**src/rtl/draw_pkg.sv**
```systemverilog
// Shared constants, FSM state encoding and pixel helper for the VGA draw-port arbiter.
package draw_pkg;

  localparam logic [8:0] SCREEN_W = 9'd160;
  localparam logic [7:0] SCREEN_H = 8'd120;
  localparam int COLOUR_W = 3;
  localparam int X_W      = 8;
  localparam int Y_W      = 7;

  typedef enum logic [1:0] {
    S_IDLE  = 2'd0,
    S_ERASE = 2'd1,
    S_DRAW  = 2'd2,
    S_DONE  = 2'd3
  } state_t;

  typedef struct packed {
    logic           plot;
    logic [X_W-1:0] x;
    logic [Y_W-1:0] y;
  } pix_t;

  // Sums are one bit wider than the screen coordinates so off-screen pixels
  // are suppressed instead of wrapping back onto column/row 0.
  function automatic pix_t make_pix(input logic [X_W-1:0] ox, input logic [Y_W-1:0] oy,
                                    input logic [3:0] col, input logic [3:0] row);
    logic [X_W:0] sx;
    logic [Y_W:0] sy;
    pix_t         p;
    sx     = {1'b0, ox} + {5'b0, col};
    sy     = {1'b0, oy} + {4'b0, row};
    p.plot = (sx < SCREEN_W) && (sy < SCREEN_H);
    p.x    = sx[X_W-1:0];
    p.y    = sy[Y_W-1:0];
    return p;
  endfunction

endpackage

```
**src/rtl/rr_arbiter.sv**
```systemverilog
// Combinational round-robin pick: first set request at or after the pointer, wrapping upward.
module rr_arbiter #(
  parameter int N = 3
) (
  input  logic [N-1:0]         i_req,
  input  logic [$clog2(N)-1:0] i_ptr,
  output logic [N-1:0]         o_grant
);

  localparam int PW = $clog2(N);
  localparam logic [PW:0] N_W = (PW+1)'(N);

  logic [PW:0]   w_sum;
  logic [PW-1:0] w_idx;
  logic          w_found;

  always_comb begin
    o_grant = '0;
    w_found = 1'b0;
    w_sum   = '0;
    w_idx   = '0;
    for (int k = 0; k < N; k++) begin
      w_sum = {1'b0, i_ptr} + (PW+1)'(k);
      if (w_sum >= N_W) w_sum = w_sum - N_W;
      w_idx = w_sum[PW-1:0];
      if (!w_found && i_req[w_idx]) begin
        o_grant[w_idx] = 1'b1;
        w_found        = 1'b1;
      end
    end
  end

endmodule

```
**src/rtl/draw_port_arbiter.sv**
```systemverilog
// Round-robin sharing of the VGA pixel-write port among sprite requesters, one pixel per clock.
// Optional erase-before-redraw of each requester's previous rectangle: define DRAW_ARB_ERASE_EN.
// Handshake: a requester holds req high until its one-cycle done pulse; grant stays high
// for the whole service and inputs are sampled only on the grant edge.
module draw_port_arbiter
  import draw_pkg::*;
#(
  parameter int                  NUM_REQ   = 3,
  parameter int                  SPR_W     = 4,
  parameter int                  SPR_H     = 4,
  parameter logic [COLOUR_W-1:0] BG_COLOUR = 3'b000
) (
  input  logic                         clk,
  input  logic                         reset_n,
  input  logic [NUM_REQ-1:0]           req,
  input  logic [X_W*NUM_REQ-1:0]       req_x,
  input  logic [Y_W*NUM_REQ-1:0]       req_y,
  input  logic [COLOUR_W*NUM_REQ-1:0]  req_colour,
  output logic [NUM_REQ-1:0]           grant,
  output logic [NUM_REQ-1:0]           done,
  output logic                         busy,
  output logic [X_W-1:0]               x_out,
  output logic [Y_W-1:0]               y_out,
  output logic [COLOUR_W-1:0]          colour_out,
  output logic                         plot,
  output logic [1:0]                   dbg_state
);

  localparam int PW = $clog2(NUM_REQ);
  localparam logic [3:0] COL_LAST = 4'(SPR_W-1);
  localparam logic [3:0] ROW_LAST = 4'(SPR_H-1);

  state_t                r_state;
  logic [PW-1:0]         r_ptr, r_win, w_win_idx;
  logic [NUM_REQ-1:0]    w_win_oh, r_grant, r_done;
  logic [X_W-1:0]        r_x0, r_cur_x, r_x, w_req_x, w_org_x;
  logic [Y_W-1:0]        r_y0, r_cur_y, r_y, w_req_y, w_org_y;
  logic [COLOUR_W-1:0]   r_c0, r_colour, w_req_c;
  logic [3:0]            r_col, r_row, w_ncol, w_nrow;
  logic                  r_plot, w_last, w_erase_first;
  pix_t                  w_first_pix, w_next_pix, w_draw_pix;

  rr_arbiter #(.N(NUM_REQ)) u_rr (
    .i_req   (req),
    .i_ptr   (r_ptr),
    .o_grant (w_win_oh)
  );

  always_comb begin
    w_win_idx = '0;
    w_req_x   = '0;
    w_req_y   = '0;
    w_req_c   = '0;
    for (int k = 0; k < NUM_REQ; k++) begin
      if (w_win_oh[k]) begin
        w_win_idx = PW'(k);
        w_req_x   = req_x[X_W*k +: X_W];
        w_req_y   = req_y[Y_W*k +: Y_W];
        w_req_c   = req_colour[COLOUR_W*k +: COLOUR_W];
      end
    end
  end

`ifdef DRAW_ARB_ERASE_EN
  logic [X_W-1:0]     r_old_x [NUM_REQ];
  logic [Y_W-1:0]     r_old_y [NUM_REQ];
  logic [NUM_REQ-1:0] r_old_v;

  assign w_erase_first = r_old_v[w_win_idx];
  assign w_org_x       = w_erase_first ? r_old_x[w_win_idx] : w_req_x;
  assign w_org_y       = w_erase_first ? r_old_y[w_win_idx] : w_req_y;

  always_ff @(posedge clk) begin
    if (!reset_n) begin
      r_old_v <= '0;
      for (int k = 0; k < NUM_REQ; k++) begin
        r_old_x[k] <= '0;
        r_old_y[k] <= '0;
      end
    end else if (r_state == S_DONE) begin
      r_old_x[r_win] <= r_x0;
      r_old_y[r_win] <= r_y0;
      r_old_v[r_win] <= 1'b1;
    end
  end
`else
  assign w_erase_first = 1'b0;
  assign w_org_x       = w_req_x;
  assign w_org_y       = w_req_y;
`endif

  // Column is the inner loop; r_col/r_row name the pixel currently on the outputs.
  assign w_last      = (r_col == COL_LAST) && (r_row == ROW_LAST);
  assign w_ncol      = (r_col == COL_LAST) ? 4'd0 : r_col + 4'd1;
  assign w_nrow      = (r_col == COL_LAST) ? r_row + 4'd1 : r_row;
  assign w_first_pix = make_pix(w_org_x, w_org_y, 4'd0, 4'd0);
  assign w_next_pix  = make_pix(r_cur_x, r_cur_y, w_ncol, w_nrow);
  assign w_draw_pix  = make_pix(r_x0, r_y0, 4'd0, 4'd0);

  always_ff @(posedge clk) begin
    if (!reset_n) begin
      r_state  <= S_IDLE;
      r_ptr    <= '0;
      r_win    <= '0;
      r_grant  <= '0;
      r_done   <= '0;
      r_x0     <= '0;
      r_y0     <= '0;
      r_c0     <= '0;
      r_cur_x  <= '0;
      r_cur_y  <= '0;
      r_col    <= '0;
      r_row    <= '0;
      r_plot   <= 1'b0;
      r_x      <= '0;
      r_y      <= '0;
      r_colour <= '0;
    end else begin
      r_done <= '0;
      case (r_state)
        S_IDLE: begin
          r_plot <= 1'b0;
          if (|req) begin
            r_win    <= w_win_idx;
            r_grant  <= w_win_oh;
            r_x0     <= w_req_x;
            r_y0     <= w_req_y;
            r_c0     <= w_req_c;
            r_cur_x  <= w_org_x;
            r_cur_y  <= w_org_y;
            r_col    <= '0;
            r_row    <= '0;
            r_plot   <= w_first_pix.plot;
            r_x      <= w_first_pix.x;
            r_y      <= w_first_pix.y;
            r_colour <= w_erase_first ? BG_COLOUR : w_req_c;
            r_state  <= w_erase_first ? S_ERASE : S_DRAW;
          end
        end
        S_ERASE: begin
          if (w_last) begin
            r_cur_x  <= r_x0;
            r_cur_y  <= r_y0;
            r_col    <= '0;
            r_row    <= '0;
            r_plot   <= w_draw_pix.plot;
            r_x      <= w_draw_pix.x;
            r_y      <= w_draw_pix.y;
            r_colour <= r_c0;
            r_state  <= S_DRAW;
          end else begin
            r_col  <= w_ncol;
            r_row  <= w_nrow;
            r_plot <= w_next_pix.plot;
            r_x    <= w_next_pix.x;
            r_y    <= w_next_pix.y;
          end
        end
        S_DRAW: begin
          if (w_last) begin
            r_plot  <= 1'b0;
            r_grant <= '0;
            r_done  <= r_grant;
            r_state <= S_DONE;
          end else begin
            r_col  <= w_ncol;
            r_row  <= w_nrow;
            r_plot <= w_next_pix.plot;
            r_x    <= w_next_pix.x;
            r_y    <= w_next_pix.y;
          end
        end
        S_DONE: begin
          r_ptr   <= (r_win == PW'(NUM_REQ-1)) ? '0 : r_win + 1'b1;
          r_state <= S_IDLE;
        end
        default: r_state <= S_IDLE;
      endcase
    end
  end

  assign grant      = r_grant;
  assign done       = r_done;
  assign busy       = (r_state != S_IDLE);
  assign x_out      = r_x;
  assign y_out      = r_y;
  assign colour_out = r_colour;
  assign plot       = r_plot;
  assign dbg_state  = r_state;

endmodule

```
**config.mk**
```make
export PLATFORM = sky130hd
export DESIGN_NAME = draw_port_arbiter
export DESIGN_NICKNAME = d
export VERILOG_FILES = /design/src/rtl/draw_pkg.sv /design/src/rtl/rr_arbiter.sv /design/src/rtl/draw_port_arbiter.sv
export SDC_FILE = /design/constraint.sdc
export NUM_CORES = 1
export LEC_CHECK = 0
export ABC_AREA = 1
export ABC_CLOCK_PERIOD_IN_PS = 3400
export CAP_MARGIN = 20
export CORE_ASPECT_RATIO = 0.9
export CORE_UTILIZATION = 30
export CTS_CLUSTER_DIAMETER = 30
export CTS_CLUSTER_SIZE = 10
export DETAILED_ROUTE_END_ITERATION = 10
export GPL_TIMING_DRIVEN = 1
export SLEW_MARGIN = 25
export SYNTH_ARGS = -nofsm -noshare
export SYNTH_HDL_FRONTEND = slang
export SYNTH_SLANG_ARGS = --single-unit
```
**constraint.sdc**
```tcl
create_clock -name clk -period 3.4 [get_ports clk]
set_input_delay 0.85 -clock clk [delete_from_list [all_inputs] [get_ports clk]]
set_output_delay 0.85 -clock clk [all_outputs]
set_load 0.1 [all_outputs]
```
==> results of run 1 <==
==> final cells by class <==
| type | instances | area, sq um |
|---|---|---|
| Tap cell | 193 | 241.5 |
| Inverter | 66 | 247.7 |
| Timing Repair Buffer | 103 | 918.4 |
| Clock inverter | 7 | 95.09 |
| Sequential cell | 72 | 1441 |
| Clock buffer | 9 | 225.2 |
| Fill cell | 1496 | 8438 |
| Multi-Input combinational cell | 487 | 2603 |
==> stage by stage <==
step	instance area (sq um)	hold slack [ns]	utilization
final	5772	0.4467	0.4062
after global routing	5772	0.4754	0.4062
after global placement	5451	0.4388	0.3836
after detailed placement	5451	0.4422	0.3836
after floorplan	4423	0.4453	-
after CTS	5772	0.4520	0.4062
==> power by group through the flow <==
stage | combinational (mW) | sequential [mW] | clock [mW]
floorplan | 0.292 | 1.17 | 0
global placement | 0.688 | 0.991 | 0
detailed placement | 0.685 | 0.991 | 0
CTS | 0.690 | 0.973 | 1.05
global route | 0.749 | 0.982 | 1.09
finish | 0.689 | 0.972 | 1.03
==> tightest hold or removal path: stages (launching register included) <==
cell	delay (ns)
dfxtp_1	0.32
inv_1	0.05
nor2_1	0.03
==> path summary, 6_finish.rpt <==
kind,startpoint,endpoint,slack [ns],cells after the start
setup / recovery,r_col[0],plot,0.42,18
hold / removal,grant[1],done[1],0.45,2
setup reg to reg,r_col[0],plot,0.42,18
hold reg to reg,grant[1],done[1],0.45,2
==> routing by layer <==
| layer | share of wire | vias to the layer above | global-route usage |
|---|---|---|---|
| met5 | 0 | - | 0 |
| met4 | 0.0075 | 0 | 0.04496 |
| met3 | 0.047 | 10 | 0.04000 |
| met2 | 0.46 | 115 | 0.3201 |
| met1 | 0.49 | 2122 | 0.2530 |
| li1 | - | 2366 | - |
==> registers in the layout, summed over array words and instances, names as in the netlist, 4 cells and up <==
register and count:
x_out 8, r_row 4, r_cur_x 8, r_y0 7, r_col 4, r_x0 8, y_out 7, r_cur_y 7
==> logic make-up (layout without fill, tap and decap cells) <==
family          after synthesis  count (layout)  share of synthesized area
simple gates                267             267                     0.2707
fa+ha+maj                    21              21                    0.06280
compound gates              188             188                     0.2314
buf+inv                      95             185                    0.08741
flops                        72              72                     0.3259
xor+xnor                     11              11                    0.02178
==> Yosys cell counts, drive strengths merged <==
cell / n
xnor2: 4
ha: 19
nand4: 7
a21boi: 1
o211ai: 7
a21o: 1
xor2: 7
or2: 9
dfxtp: 72
o22ai: 1
clkbuf: 19
a31o: 1
buf: 10
nand3b: 1
nand2: 131
nor3: 3
inv: 66
nor2: 57
a211oi: 7
a31oi: 3
a21oi: 89
fa: 2
o221ai: 2
nand3: 59
o21ai: 74
a221oi: 2
==> key figures, run 1 <==
Floorplan
  – Die H: 117.2 um
  – Row count: 41
  – Initial Utilization: 0.3113
  – Die Wd: 130.0 um
  – Die Footprint: 15,230 sq um
  – Total core area: 14,210 sq um
  – Ports: 87

Yosys
  – Yosys cell types: 39
  – Yosys warns: 0
  – Top post-synthesis cells by area: dfxtp_1 (33%), nand2_1 (10%), a21oi_1 (10%), o21ai_0 (7.5%), nand3_1 (6.1%)
  – Synth Cell Area: 4423 sq um
  – Post-synthesis cell count: 654
  – Syn Area/Cell: 6.763 sq um
  – Synthesis-stage register bit count: 72
  – Post-synthesis sequential area ratio: 0.3259
  – Syn nets: 734
  – Share of the synthesized area in the top cell type: 0.3259
  – Yosys top cell by area: dfxtp_1

Critical path
  – Family with the most delay on the worst path: adder cells
  – Worst endpoint required time: 3.62 ns
  – CP most frequent cell: nand2_1
  – Slowest stage cell, crit path: fa_1
  – CP Data Arrival Time: 3.21 ns
  – CP Cell Sequence: ha_1 > nand3_1 > inv_1 > nand2_1 > nand2_1 > inv_1 > ha_1 > inv_1 > fa_1 > o21ai_0 > nand2_1 > nor2_1 > xor2_1 > nand4_1 > nand3_1 > nand2_1 > a21oi_1 > a21oi_2
  – CP startpoint kind: flip-flop
  – Worst Path Max Fanout: 5
  – Crit Path Class: flip-flop to flip-flop
  – Worst setup EP type: flip-flop
  – Worst Path Buf+Inv: 3
  – CP peak stage delay: 0.39 ns

Route
  – Via count: 4,613
  – Drt initial violations: 278
  – Drt wl/cell: 14.75 um
  – Total iterations of the first detailed-routing run: 4
  – Final wirelength: 13,820 um
  – Number of remaining DRC errors: 0
  – Routed vias/inst: 4.923
  – Routed Antenna Nets: 0

Place
  – Placed instance count: 921
  – Buffers added on ports: 86
  – Pre-CTS WS: 0.1877 ns
  – Gpl congestion: 0.9132
  – Hpwl dp: 10,170 um

Pwr
  – Internal power: 1.781 mW
  – Psw: 911.0 uW
  – Switching Share: 0.3384
  – Comb pwr share: 0.256
  – Clock share of power: 0.383
  – Total Power: 2.692 mW
  – P_leak: 2.542 nW
  – Power Dens Cells: 466.4 nW/um^2
  – Reg power frac: 0.361
  – Peak VDD IR: 0.2494 mV

Clocking
  – CTS tree: built
  – Clock latency at the later pin of the worst-skew pair: 0.34 ns
  – CTS Buffer Depth: 2
  – Clk sinks: 72
  – Total CTS buffers: 9
  – Clock slew at reported path FFs: 0.06 ns
  – H-tree levels: 3
  – CTS root buffer: clkbuf_16
  – Post-CTS sizing: 0
  – Number of setup buffers added after CTS: 0
  – Hold buffer count at cts: 0

STA
  – Final worst path period share: 0.8777
  – RSZ-0062 raised after global routing: false
  – Max Freq: 0.3351 GHz
  – Fin. Hold Viols: 0
  – Worst slew margin: 0.3749
  – Worst-Margin Slew: 0.9366 ns
  – Tmin final: 2.984 ns
  – Setup WS post-layout: 0.4157 ns
  – Setup violations, final: 0
  – Fin. max-slew vios: 0
  – Setup Skew: 0.009419 ns
  – Post-Route Setup TNS: 0 ns

Final layout
  – Antenna cells: 0
  – Area Overhead vs Synth: 30.50%
  – Nets@finish: 819
  – Fraction of layout cells with a size suffix above 1: 0.1263
  – Most frequent cells in the layout: nand2_1 (123), a21oi_1 (88), dfxtp_1 (72), o21ai_0 (66), inv_1 (61)
  – Most common cell after layout, fill and taps aside: nand2_1
  – Non-filler cells, final: 937

GRT
  – Largest net degree at the start of global routing: 49
  – Vias in the first global route: 4,337
  – Gr ovfl total: 0
  – Total GRT Usage: 0.1916
  – First-pass GRT wire length: 22,410 um
  – Initial antenna violation count: 0

Job
  – Max-Cap Viols: 0

Worst hold path
  – Hold WC Path Type: flip-flop to flip-flop

Status
  – Outcome: complete, no violations
(Power assumes the default switching activity.)
==> run 2: changes to the inputs <==
- MAX_ROUTING_LAYER: unset -> met4
- SETUP_SLACK_MARGIN: unset -> 0.3
==> key figures, run 2 (synthesized netlist as in run 1, its figures left out) <==
Job
  – Max-Cap Viols: 0

STA
  – Max Freq: 0.3491 GHz
  – Final worst path period share: 0.8426
  – Setup violations, final: 0
  – Worst-Margin Slew: 0.8827 ns
  – RSZ-0062 raised after global routing: false
  – Post-Route Setup TNS: 0 ns
  – Fin. Hold Viols: 0
  – Worst slew margin: 0.4093
  – Fin. max-slew vios: 0
  – Setup Skew: 0.005343 ns
  – Tmin final: 2.865 ns

Clocking
  – CTS tree: built
  – CTS Buffer Depth: 2
  – Clock latency at the later pin of the worst-skew pair: 0.34 ns
  – CTS root buffer: clkbuf_16
  – H-tree levels: 3
  – Clock slew at reported path FFs: 0.06 ns
  – Total CTS buffers: 9
  – Clk sinks: 72

Critical path
  – Worst Path Max Fanout: 19
  – Worst endpoint required time: 3.60 ns
  – CP most frequent cell: inv_1
  – Slowest stage cell, crit path: clkdlybuf4s50_1
  – Crit Path Class: input port to flip-flop
  – Worst r2r src: r_col[0]
  – Reg2reg end: plot
  – R2R depth: 18
  – R2r setup slk: 0.58 ns
  – CP Cell Sequence: clkdlybuf4s50_1 > nor3_1 > inv_1 > nor2_1 > inv_1 > o211ai_2 > inv_1 > o21ai_0 > a31oi_1
  – Worst setup EP type: flip-flop
  – CP startpoint kind: input port
  – CP Data Arrival Time: 3.06 ns
  – Crit. Startpoint: req[2]
  – CP peak stage delay: 0.50 ns
  – Critical Path Sink: r_cur_y[2]

Worst hold path
  – Hold WC Path Type: flip-flop to flip-flop
  – Hold Crit Depth: 2
  – Hold_sp: grant[2]

Place
  – Gpl congestion: 0.9378
  – Hpwl dp: 10,200 um
  – Buffers added on ports: 86

Final layout
  – Most common cell after layout, fill and taps aside: nand2_1
  – Total area of sequential cells: 1444 sq um
  – Fraction of layout cells with a size suffix above 1: 0.1438
  – Area Overhead vs Synth: 34.00%
  – Multi-input gate area: 2620 sq um
  – Antenna cells: 0
  – Fillcell total: 1,485
  – Most frequent cells in the layout: nand2_1 (123), a21oi_1 (87), dfxtp_1 (70), o21ai_0 (65), inv_1 (60)
  – Fin util: 0.4171
  – Nets@finish: 826

Floorplan
  – Die H: 117.2 um
  – Row count: 41
  – Die Wd: 130.0 um
  – Die Footprint: 15,230 sq um
  – Initial Utilization: 0.3113
  – Total core area: 14,210 sq um
  – Ports: 87

GRT
  – Largest net degree at the start of global routing: 34
  – Gr ovfl total: 0
  – Initial antenna violation count: 0
  – Total GRT Usage: 0.1923
  – Vias in the first global route: 4,323
  – First-pass GRT wire length: 21,980 um

Status
  – Outcome: complete, no violations

Route
  – Drt initial violations: 216
  – Routed Antenna Nets: 0
  – Drt wl/cell: 14.29 um
  – Via count: 4,588
  – Total iterations of the first detailed-routing run: 5
  – Routed vias/inst: 4.860
  – Number of remaining DRC errors: 0
  – Final wirelength: 13,490 um

Pwr
  – Total Power: 2.945 mW
  – Power Dens Cells: 496.8 nW/um^2
  – Peak VDD IR: 0.2949 mV
  – P_leak: 2.616 nW
## run 2: worst max-delay path: cells and delay by family
family / cells / cell delay [ns]
buffers and inverters: 4 / 1.02
AND/OR/NAND/NOR: 2 / 0.78
AO/OA/AOI/OAI: 3 / 0.42
## run 2: report_power, final
part,internal [mW],switching [mW]
registers,0.917,0.0541
logic,0.227,0.468
clock network,0.905,0.373
total,2.05,0.895
## run 2: worst min-delay path by stage
stage	end	slack (ns)
6_report	done[2]	0.45
5_1_grt	done[0]	0.47
4_1_cts	done[2]	0.46
3_5_place_dp	done[2]	0.44
3_3_place_gp	done[2]	0.44
2_1_floorplan	r_col[3]	0.45
## run 2: per-stage QoR
| stage | std cells | hold WS, ns | setup WS (ns) | instance area [sq um] |
|---|---|---|---|---|
| global route | 944 | 0.4749 | 0.2612 | 5927 |
| global placement | 927 | 0.4357 | 0.2395 | 5499 |
| floorplan | 654 | 0.4453 | 0.5889 | 4425 |
| finish | 944 | 0.4517 | 0.5351 | 5927 |
| detailed placement | 927 | 0.4429 | 0.2450 | 5499 |
| CTS | 943 | 0.4567 | 0.3693 | 5902 |
## run 2: area by class of cell
| type | instances | share of cell area |
|---|---|---|
| clock buffers | 11 | 0.04264 |
| repair buffers | 110 | 0.1638 |
| multi-input cells | 487 | 0.4421 |
| well taps | 193 | 0.04074 |
| flip-flops and latches | 72 | 0.2436 |
| clock inverters | 5 | 0.02533 |
| inverters | 66 | 0.04180 |
## run 2: timing repair
item | 4_1_cts | 5_1_grt
setup endpoints to repair | 0 | 2
resized for setup | 0 | 6
hold buffers | 0 | 0
setup buffers | 0 | 1
## run 2: per-layer routing
metal / GRT usage / up-vias / part of all wire
li1: - / 2382 / -
met4: 0.05271 / 0 / 0.013
met1: 0.2580 / 2084 / 0.51
met5: - / - / 0
met3: 0.03318 / 15 / 0.044
met2: 0.2973 / 107 / 0.43
==> run 3: changes to the inputs <==
- ABC_CLOCK_PERIOD_IN_PS: 3400 -> 2500
- clock period: 3.4 -> 2.5 ns (I/O delays scaled with it)
==> key figures, run 3 (synthesized netlist as in run 1, its figures left out) <==
Critical path
  – Worst Path Max Fanout: 4
  – R2r setup slk: -0.03 ns
  – Worst endpoint required time: 2.72 ns
  – CP Cell Sequence: ha_4 > nand3_4 > nor2_1 > xor2_1 > ha_1 > nand2_1 > o21ai_2 > nand2_1 > nor2_2 > xor2_1 > nand4_1 > nand3_1 > nand2_1 > a21oi_2 > a21oi_2
  – CP peak stage delay: 0.38 ns
  – CP startpoint kind: flip-flop
  – Crit Path Class: flip-flop to flip-flop
  – Worst setup EP type: flip-flop
  – Slowest stage cell, crit path: ha_1
  – CP Data Arrival Time: 2.75 ns
  – CP most frequent cell: nand2_1

GRT
  – First-pass GRT wire length: 23,800 um
  – Vias in the first global route: 4,693
  – Total GRT Usage: 0.2097
  – Gr ovfl total: 0
  – Largest net degree at the start of global routing: 28
  – Initial antenna violation count: 0

Floorplan
  – Initial Utilization: 0.3113
  – Die Wd: 130.0 um
  – Row count: 41
  – Ports: 87
  – Total core area: 14,210 sq um
  – Die H: 117.2 um
  – Die Footprint: 15,230 sq um

STA
  – Final worst path period share: 1.012
  – Fin. Hold Viols: 0
  – Max Freq: 0.3953 GHz
  – Setup violations, final: 1
  – Tmin final: 2.529 ns
  – Fin. max-slew vios: 0
  – Worst-Margin Slew: 0.4699 ns
  – RSZ-0062 raised after global routing: true
  – Worst slew margin: 0.6857
  – Hold_ws: 0.4490 ns
  – Setup Skew: 0.008453 ns
  – Setup WS post-layout: -0.02944 ns

Clocking
  – Hold buffer count at cts: 0
  – CTS tree: built
  – Clock slew at reported path FFs: 0.06 ns
  – Clock latency at the later pin of the worst-skew pair: 0.34 ns
  – CTS Buffer Depth: 2
  – H-tree levels: 3
  – Clk sinks: 72
  – Total CTS buffers: 9
  – CTS root buffer: clkbuf_16

Worst hold path
  – Hold WC Path Type: flip-flop to flip-flop

Pwr
  – P_leak: 3.089 nW
  – Peak VDD IR: 0.3430 mV
  – Power Dens Cells: 525.7 nW/um^2

Final layout
  – Nets@finish: 885
  – Fraction of layout cells with a size suffix above 1: 0.3667
  – Most frequent cells in the layout: nand2_1 (97), buf_4 (84), a21oi_1 (71), dfxtp_1 (65), clkdlybuf4s50_1 (55)
  – Fillcell total: 1,376
  – Design area: 7187 sq um
  – Antenna cells: 0
  – Most common cell after layout, fill and taps aside: nand2_1
  – Area Overhead vs Synth: 62.49%

Status
  – Outcome: complete, but fails checks
  – Violated checks: setup timing

Route
  – Drt wl/cell: 15.48 um
  – Final wirelength: 15,530 um
  – Routed vias/inst: 5.055
  – Number of remaining DRC errors: 0
  – Drt initial violations: 216
  – Routed Antenna Nets: 0
  – Via count: 5,070
  – Total iterations of the first detailed-routing run: 4

Place
  – Area after DPL: 5929 sq um
  – Hpwl dp: 10,760 um
  – Buffers added on ports: 86
  – Gpl congestion: 0.8658
  – Pre-CTS WS: -0.3396 ns

Job
  – Max-Cap Viols: 0
[run 3: worst max-delay path: cells and delay by family (launching register included)]
kind,cells,cell delay [ns]
simple gates,8,0.84
compound gates,3,0.39
flops,1,0.35
fa+ha+maj,2,0.53
xor+xnor,2,0.31
[run 3: final timing paths]
path | from | end | depth (start not counted)
worst max-delay path | r_col[1] | plot | 15
worst min-delay path | grant[1] | done[1] | 2
worst max register to register | r_col[1] | plot | 15
worst min register to register | grant[1] | done[1] | 2
[run 3: what timing repair did]
| item | CTS | global route |
|---|---|---|
| resized for setup | 73 | 132 |
| gates cloned | 1 | 0 |
| buffers inserted | 9 | 11 |
| pin swaps | 26 | 51 |
| setup endpoints to repair | 55 | 52 |
[run 3: layer usage]
layer  up-vias  track usage  wire, um
met5         -            -         0
met1      2387       0.2744      7247
met4         0      0.06202       321
li1       2506            -         -
met2       149       0.3298      7259
met3        28      0.03773       699
[run 3: area by class of cell]
cell class | instances | area (sq um) | area share
clock inverter | 4 | 27.53 | 0.003830
timing repair buffer | 168 | 1548 | 0.2154
tap | 193 | 241.5 | 0.03360
sequential | 72 | 1460 | 0.2032
clock buffer | 12 | 266.5 | 0.03708
inverter | 66 | 271.5 | 0.03778
multi-input combinational | 488 | 3372 | 0.4692
[run 3: power by group]
group	leakage (nW)	switching, mW	internal (mW)
sequential	0.598	0.0812	1.24
clock	0.137	0.509	0.751
combinational	2.35	0.747	0.445
total	3.09	1.34	2.44
[run 3: through the flow]
step / instances / util / total power, mW / setup TNS [ns]
final: 1003 / 0.5058 / 3.778 / -0.02944
after global routing: 1003 / 0.5058 / 3.952 / -0.4436
after CTS: 992 / 0.4624 / 3.684 / -0.09356
after detailed placement: 966 / 0.4173 / 2.361 / -10.32
after global placement: 966 / 0.4173 / 2.357 / -7.647
after floorplan: 654 / - / 1.994 / 0
